`config.mk`:
```
export PLATFORM = sky130hd
export DESIGN_NAME = phase_arbiter
export DESIGN_NICKNAME = d
export VERILOG_FILES = /design/src/rtl/phase_arbiter.sv
export SDC_FILE = /design/constraint.sdc
export NUM_CORES = 1
export LEC_CHECK = 0
export CAP_MARGIN = 20
export CORE_ASPECT_RATIO = 0.8
export CORE_MARGIN = 2
export CORE_UTILIZATION = 58
export DETAILED_ROUTE_END_ITERATION = 10
export GPL_ROUTABILITY_DRIVEN = 0
export PLACE_DENSITY = 0.87
export SLEW_MARGIN = 5
export SYNTH_ARGS = -nofsm -noshare
export SYNTH_HDL_FRONTEND = slang
export SYNTH_SLANG_ARGS = --single-unit
```
`constraint.sdc`:
```
create_clock -name clock -period 4.4 [get_ports clock]
set_input_delay 0.88 -clock clock [delete_from_list [all_inputs] [get_ports clock]]
set_output_delay 0.88 -clock clock [all_outputs]
set_load 0.01 [all_outputs]
```
`src/rtl/phase_arbiter.sv`:
```
// Round-robin phase scheduler for the intersection controller: latches car/ped
// requests, grants one phase at a time and owns all green/walk/yellow/all-red timing.
module phase_arbiter #(
    parameter int WIDTH       = 8,
    parameter int MIN_GREEN   = 5,
    parameter int MAX_GREEN   = 20,
    parameter int WALK_TIME   = 10,
    parameter int YELLOW_TIME = 3,
    parameter int ALLRED_TIME = 2
) (
    input  logic       clock,
    input  logic       reset,
    input  logic       tick,
    input  logic [3:0] req,
    output logic [3:0] green,
    output logic [3:0] yellow,
    output logic       all_red,
    output logic [1:0] active_phase,
    output logic [3:0] pending
);

    typedef enum logic [1:0] {
        IDLE   = 2'd0,
        GREEN  = 2'd1,
        YELLOW = 2'd2,
        ALLRED = 2'd3
    } state_t;

    localparam logic [WIDTH:0]   MIN_T     = (WIDTH+1)'(MIN_GREEN);
    localparam logic [WIDTH:0]   MAX_T     = (WIDTH+1)'(MAX_GREEN);
    localparam logic [WIDTH:0]   WALK_T    = (WIDTH+1)'(WALK_TIME);
    localparam logic [WIDTH:0]   YELLOW_T  = (WIDTH+1)'(YELLOW_TIME);
    localparam logic [WIDTH:0]   ALLRED_T  = (WIDTH+1)'(ALLRED_TIME);
    localparam logic [WIDTH-1:0] TIMER_MAX = '1;

    state_t           state_q, state_d;
    logic [1:0]       cur_q, cur_d;
    logic [1:0]       ptr_q, ptr_d;
    logic [3:0]       pending_q, pending_d;
    logic [WIDTH-1:0] timer_q, timer_d;

    logic [1:0]       winner;
    logic             any_pending;
    logic [3:0]       own_bit;
    logic             others_pending;
    logic [WIDTH:0]   elapsed;
    logic             enter_green;

    always_ff @(posedge clock) begin
        if (reset) begin
            state_q   <= IDLE;
            cur_q     <= 2'd0;
            ptr_q     <= 2'd0;
            pending_q <= 4'd0;
            timer_q   <= '0;
        end else begin
            state_q   <= state_d;
            cur_q     <= cur_d;
            ptr_q     <= ptr_d;
            pending_q <= pending_d;
            timer_q   <= timer_d;
        end
    end

    // Descending scan so the pending bit closest to ptr is the last one written.
    always_comb begin
        winner      = ptr_q;
        any_pending = |pending_q;
        for (int k = 3; k >= 0; k--) begin
            if (pending_q[ptr_q + 2'(k)]) begin
                winner = ptr_q + 2'(k);
            end
        end
    end

    always_comb begin
        own_bit        = 4'b0001 << cur_q;
        others_pending = |(pending_q & ~own_bit);
        elapsed        = {1'b0, timer_q} + {{WIDTH{1'b0}}, tick};
    end

    // Exits are only taken on tick cycles, so a frozen time base holds every timed state.
    always_comb begin
        state_d     = state_q;
        cur_d       = cur_q;
        ptr_d       = ptr_q;
        enter_green = 1'b0;
        pending_d   = pending_q | (req & ((state_q == GREEN) ? ~own_bit : 4'b1111));
        timer_d     = (tick && (timer_q != TIMER_MAX)) ? timer_q + WIDTH'(1) : timer_q;

        case (state_q)
            IDLE: begin
                if (any_pending) begin
                    enter_green = 1'b1;
                end
            end
            GREEN: begin
                if (cur_q == 2'd3) begin
                    if (tick && (elapsed >= WALK_T)) begin
                        state_d = YELLOW;
                    end
                end else if (tick && (((elapsed >= MIN_T) && (!req[cur_q] || others_pending))
                                      || (elapsed >= MAX_T))) begin
                    state_d = YELLOW;
                end
            end
            YELLOW: begin
                if (tick && (elapsed >= YELLOW_T)) begin
                    state_d = ALLRED;
                end
            end
            ALLRED: begin
                if (tick && (elapsed >= ALLRED_T)) begin
                    if (any_pending) begin
                        enter_green = 1'b1;
                    end else begin
                        state_d = IDLE;
                    end
                end
            end
            default: begin
                state_d = IDLE;
            end
        endcase

        // Clearing the served bit after the set term makes clear win on the grant edge.
        if (enter_green) begin
            state_d           = GREEN;
            cur_d             = winner;
            ptr_d             = winner + 2'd1;
            pending_d[winner] = 1'b0;
        end

        if (state_d != state_q) begin
            timer_d = '0;
        end
    end

    assign green        = (state_q == GREEN)  ? own_bit : 4'b0000;
    assign yellow       = (state_q == YELLOW) ? own_bit : 4'b0000;
    assign all_red      = (state_q == IDLE) || (state_q == ALLRED);
    assign active_phase = cur_q;
    assign pending      = pending_q;

endmodule

```
== Word level (Yosys, flattened, before mapping) ==
Index checks and enable logic that the tools add are counted.
Storage, ports and cells
  bits in registers: 18
  bits of input ports: 7
  output and inout port bits: 15
  logic and storage cells: 82
Operators by class
  $add $sub $neg: 6
  $lt $le $gt $ge: 12
  equal/unequal tests: 6
  shift-type cells: 1
  muxes and demuxes: 31
  bitwise operators: 6
  reductions and logical operators: 15
Operators by type and width (count)
  two-way mux 2 bit: 11
  greater-or-equal comparator 9 x 2 -> 1 bit, second input constant: 2
  < comparator 2 x 3 -> 1 bit, second input constant: 6
  two-way mux 4 bit: 4
  AND 4 bit: 3
  binary-select mux 1 bit (select 2 bit): 5
  adder 8 x 1 -> 9 bit: 1
  greater-or-equal comparator 9 x 3 -> 1 bit, second input constant: 1
  greater-or-equal comparator 9 x 4 -> 1 bit, second input constant: 1
  greater-or-equal comparator 9 x 5 -> 1 bit, second input constant: 1
  adder 8 x 1 -> 8 bit, second input constant: 1
  two-way mux 1 bit: 8
  inequality test 8 bit, second input constant: 1
  NOT 4 bit: 2
  OR reduction 4 bit: 2
  logical AND 1 bit: 7
  equality test 2 bit, second input constant: 3
  one-hot mux 2 bit (3 select lines): 1
  adder 2 x 1 -> 2 bit, second input constant: 2
  adder 2 bit, second input constant: 2
  OR 4 bit: 1
  << shifter 1 x 2 -> 4 bit, first input constant: 1
  logical OR 1 bit: 3
  demux 1 bit (select 2 bit): 1
  7 further kinds: 7

== Logic depth before layout (Yosys ltp) ==
  depth in word-level cells: 14
  gate-level depth with buffers: 10
  gate-level depth less buffers: 9

== Worst setup path before layout ==
Ideal clock, no wire load.
  kind: input to register
  start point: input tick
  end point: register timer_q[0]
  setup time: 138 ps
  data arrival time: 2785 ps
  required time: 4262 ps
  setup slack: 1477 ps
  cell stages on the path: 9
  buffers on the path: 0
  path through: ha_1 -> ha_1 -> xnor2_1 -> a41oi_1 -> a31oi_1 -> a2111oi_0 -> o211ai_1 -> o21ai_1 -> nor3_1
On the way
  cells in the longest elaborated chain, start to end: 11
  elaborated cells between the ends (all ways): 24
  those cells by class: add/sub (1); order compare (5); eq/ne (1); mux (9); reduce/logical (8)
RTL lines
  start, declared: line 13  | input logic tick,
  adder 8 x 1 -> 9 bit: line 79  | elapsed = {1'b0, timer_q} + {{WIDTH{1'b0}}, tick};
  greater-or-equal comparator 9 x 3 -> 1 bit: line 102  | end else if (tick && (((elapsed >= MIN_T) && (!req[cur_q] || others_pending))
  logical AND 1 bit: line 102
  logical OR 1 bit: line 103  | || (elapsed >= MAX_T))) begin
  logical AND 1 bit: line 102
  two-way mux 2 bit: line 102
  two-way mux 2 bit: line 98  | if (cur_q == 2'd3) begin
  one-hot mux 2 bit (3 select lines): line 91  | case (state_q)
  two-way mux 2 bit: line 127  | if (enter_green) begin
  inequality test 2 bit: line 134  | if (state_d != state_q) begin
  OR reduction 2 bit (no line)
  end signal, assigned: line 61  | timer_q <= timer_d;
  end, declared: line 40  | logic [WIDTH-1:0] timer_q, timer_d;
Parallel ways exist; a longest one is shown, timed or not.
A chain may end at the register's enable or synchronous reset.

== Worst setup path after layout ==
  start point: input tick
  end point: register timer_q[7]
The elaborated chain is that of the path after synthesis.

==> metrics.md <==
| Metric | Value |
|---|---|
| Asr flop ratio synth | 0% |
| Worst-margin pin slew | 0.864 ns |
| Final Power | 0.941 mW |
| Drc violations | 0 |
| Chip width | 60.3 um |
| Cell Rows | 16 |
| CTS tree | yes |
| GRT overflow | 0 |
| Fin crit share | 88.6% |
| Syn_area_per_cell | 7.79 um^2 |
| PostCTS Resize Cnt | 0 |
| Synth cell types | 48 |
| DP Worst Slack | 0.271 ns |
| Pre-antenna DRT Iters | 4 |
| Gr usage total | 28.1% |
| Fin. Hold Viols | 0 |
| Share of cells above drive strength 1 | 6.31% |
| Crit-path most repeated cell | ha_1 |
| Clk root buf | clkbuf_4 |
| Iteration-0 DRC count of the detailed router | 109 |
| DR vias/cell | 6.24 |
| Seq cells post-synth | 18 |
| Relative slew slack | 42.0% |
| Critical path type | primary input to flip-flop |
| Clock latency at the later pin of the worst-skew pair | 0.30 ns |
| Max FO, Critical Path | 11 |
| Max cap viols | 0 |
| TritonCTS Sinks | 18 |
| Synthesized Nets | 207 |
| Layout Nets | 225 |
| RSZ-0062 raised after global routing | false |
| Post-CTS Setup Bufs | 0 |
| Slew Limit Fails | 0 |
| Hold buffer count at CTS | 0 |
| Die height | 49.1 um |
| Yosys warns | 0 |
| Status | complete, no violations |
| Wire length per cell | 15.5 um |
| Cell Area, Synth | 0.00147 mm^2 |
| Tmin final | 3.90 ns |
| LEAKAGE | 0.704 nW |
| Number of flops mapped to enable cells by yosys | 0 |
| Via count | 1509 |
| Post-Syn Instances | 189 |
| Worst Clk Skew | 0.00865 ns |
| Synthesis-to-finish area growth | 17.2% |
| Endpoint class of the critical path | flip-flop |
| Post-route setup slack | 0.501 ns |
| Slowest CP cell | clkdlybuf4s50_1 |
| Routed wire length | 3760 um |
| PwrDens | 545 mW/mm^2 |
| Vias in the first global route | 1409 |
| Antenna viol nets, final | 0 |
| Initial antenna violation count | 0 |
| Ant. Diodes | 0 |
| Die area | 0.00296 mm^2 |
| CTS clock-pin slew for the worst setup and hold paths | 0.10 ns |
| Crit path cell chain | clkdlybuf4s50_1, ha_1, ha_1, xnor2_1, a41oi_1, a31oi_1, a2111oi_0, o211ai_1, o21ai_1, nor3_1 |
| Maximum root-to-sink buffer count | 2 |
| Fin Setup TNS | 0 ns |
| Req. time, crit path | 4.56 ns |
| Starting density of the core | 60.8% |
| DPL Wire Length | 2960 um |
| H-Tree Depth | 1 |
| Peak supply drop | 0.438 mV |
| Ports | 22 |
| Sequential share of the synthesized area | 24.5% |
| Global-route wire length before repair | 6350 um |
| Worst min-delay path category | flip-flop to flip-flop |
| Largest net degree at the start of global routing | 13 |
| CORE AREA | 0.00242 mm^2 |
| Fmax | 256 MHz |
| Final setup violating endpoints | 0 |
| Buffers added on ports | 21 |
| Num CTS Buffers | 3 |
| Crit path DAT | 4.06 ns |
| CP max stage delay | 0.69 ns |
| Post-synth top flop | dfxtp_1 |
| Crit start category | primary input |
-- synthesized netlist by cell type (all sizes together), types with 3 or more instances --
cell type	count	area share [%]
a311oi	3	1.8
o211ai	3	1.5
and2	4	1.9
nand2	17	4.3
dfxtp	18	24
xnor2	4	2.4
nor3	11	3.7
nand3	3	1.0
buf	4	1.5
ha	11	9.3
clkbuf	4	1.0
nand4	6	2.5
nor2b	3	1.3
inv	15	3.8
xor2	3	1.8
o21ai	8	3.2
a21oi	9	3.1
mux2i	6	4.1
a31oi	4	1.7
nor2	14	3.6
a211oi	7	3.6
and3	5	2.5
-- layer usage --
layer	up-vias	track usage, %	wire (um)
met1	710	41.2	1690
met2	63	42.0	1720
met4	0	9.63	55
met5	-	0	0
met3	6	3.71	289
li1	730	-	-
-- registers in the layout, indices dropped and copies added (netlist names) --
register / cells
active_phase: 2
timer_q: 8
pending: 4
ptr_q: 2
state_q: 2
-- power by group --
| part | internal (mW) | leakage [nW] | switching, mW |
|---|---|---|---|
| clock | 0.0505 | 0.0210 | 0.0502 |
| sequential | 0.203 | 0.147 | 0.0774 |
| combinational | 0.238 | 0.535 | 0.322 |
| total | 0.492 | 0.704 | 0.449 |
-- cell usage in the layout (no fill, tap or decap), types with 2 or more instances in the layout --
| cell | synthesis | layout |
|---|---|---|
| a221oi_2 | 2 | 2 |
| nor3_1 | 11 | 11 |
| ha_1 | 11 | 11 |
| nand3_1 | 3 | 3 |
| clkbuf_4 | 0 | 3 |
| xnor2_1 | 4 | 4 |
| a21oi_1 | 9 | 9 |
| nand2_1 | 17 | 17 |
| and3_1 | 4 | 4 |
| o22ai_1 | 2 | 2 |
| clkdlybuf4s50_1 | 0 | 21 |
| xor2_1 | 3 | 3 |
| a31oi_1 | 4 | 4 |
| nand2b_1 | 2 | 2 |
| mux2i_1 | 6 | 6 |
| a211oi_1 | 7 | 7 |
| o22a_1 | 2 | 2 |
| nor2_1 | 14 | 14 |
| nor2b_1 | 3 | 3 |
| a21o_1 | 2 | 2 |
| a311oi_1 | 3 | 3 |
| o21ai_0 | 4 | 4 |
| nand4_1 | 6 | 6 |
| or3_1 | 2 | 2 |
| o211ai_1 | 3 | 3 |
| inv_1 | 15 | 15 |
| and2_1 | 3 | 3 |
| o21ai_2 | 2 | 2 |
| dfxtp_1 | 18 | 18 |
| o21ai_1 | 2 | 2 |
-- through the flow --
| stage | cells | util [%] | instance area, um^2 | hold slack, ns |
|---|---|---|---|---|
| 2_1_floorplan | 189 | - | 1470 | 0.505 |
| 3_3_place_gp | 238 | 69.8 | 1690 | 0.542 |
| 3_5_place_dp | 238 | 69.8 | 1690 | 0.580 |
| 4_1_cts | 242 | 71.3 | 1730 | 0.598 |
| 5_1_grt | 242 | 71.3 | 1730 | 0.633 |
| 6_report | 242 | 71.3 | 1730 | 0.602 |
-- critical path, delay by kind of cell --
kind	cells	cell delay (ns)
AO/OA/AOI/OAI	5	1.64
AND/OR/NAND/NOR	1	0.13
XOR/XNOR	1	0.10
adder cells (fa/ha/maj)	2	0.62
buffers and inverters	1	0.69
-- final cells by class --
type / count / area (um^2)
repair buffers: 21 / 210
well taps: 36 / 45.0
fillers: 185 / 696
inverters: 15 / 56.3
flip-flops and latches: 18 / 360
multi-input cells: 148 / 1020
clock buffers: 4 / 36.3
-- logic make-up (layout without fill, tap and decap cells) --
logic type,count (synthesis),count (layout),share of synthesized area (%)
flip-flops,18,18,24.5
adder cells (fa/ha/maj),11,11,9.35
AND/OR/NAND/NOR,72,72,25.2
buffers and inverters,23,40,6.37
XOR/XNOR,7,7,4.16
multiplexers,7,7,4.84
AO/OA/AOI/OAI,51,51,25.6
-- worst paths after layout --
check	startpoint	slack [ns]	cells past startpoint	to
min reg2reg	ptr_q[0]$_SDFFE_PP0N_	0.60	2	ptr_q[0]$_SDFFE_PP0N_
max reg2reg	timer_q[0]$_SDFFE_PP0P_	1.37	9	timer_q[7]$_SDFFE_PP0P_
min	ptr_q[0]$_SDFFE_PP0N_	0.60	2	ptr_q[0]$_SDFFE_PP0N_
max	tick	0.50	10	timer_q[7]$_SDFFE_PP0P_
No activity file was read; power rests on OpenSTA's default activity.
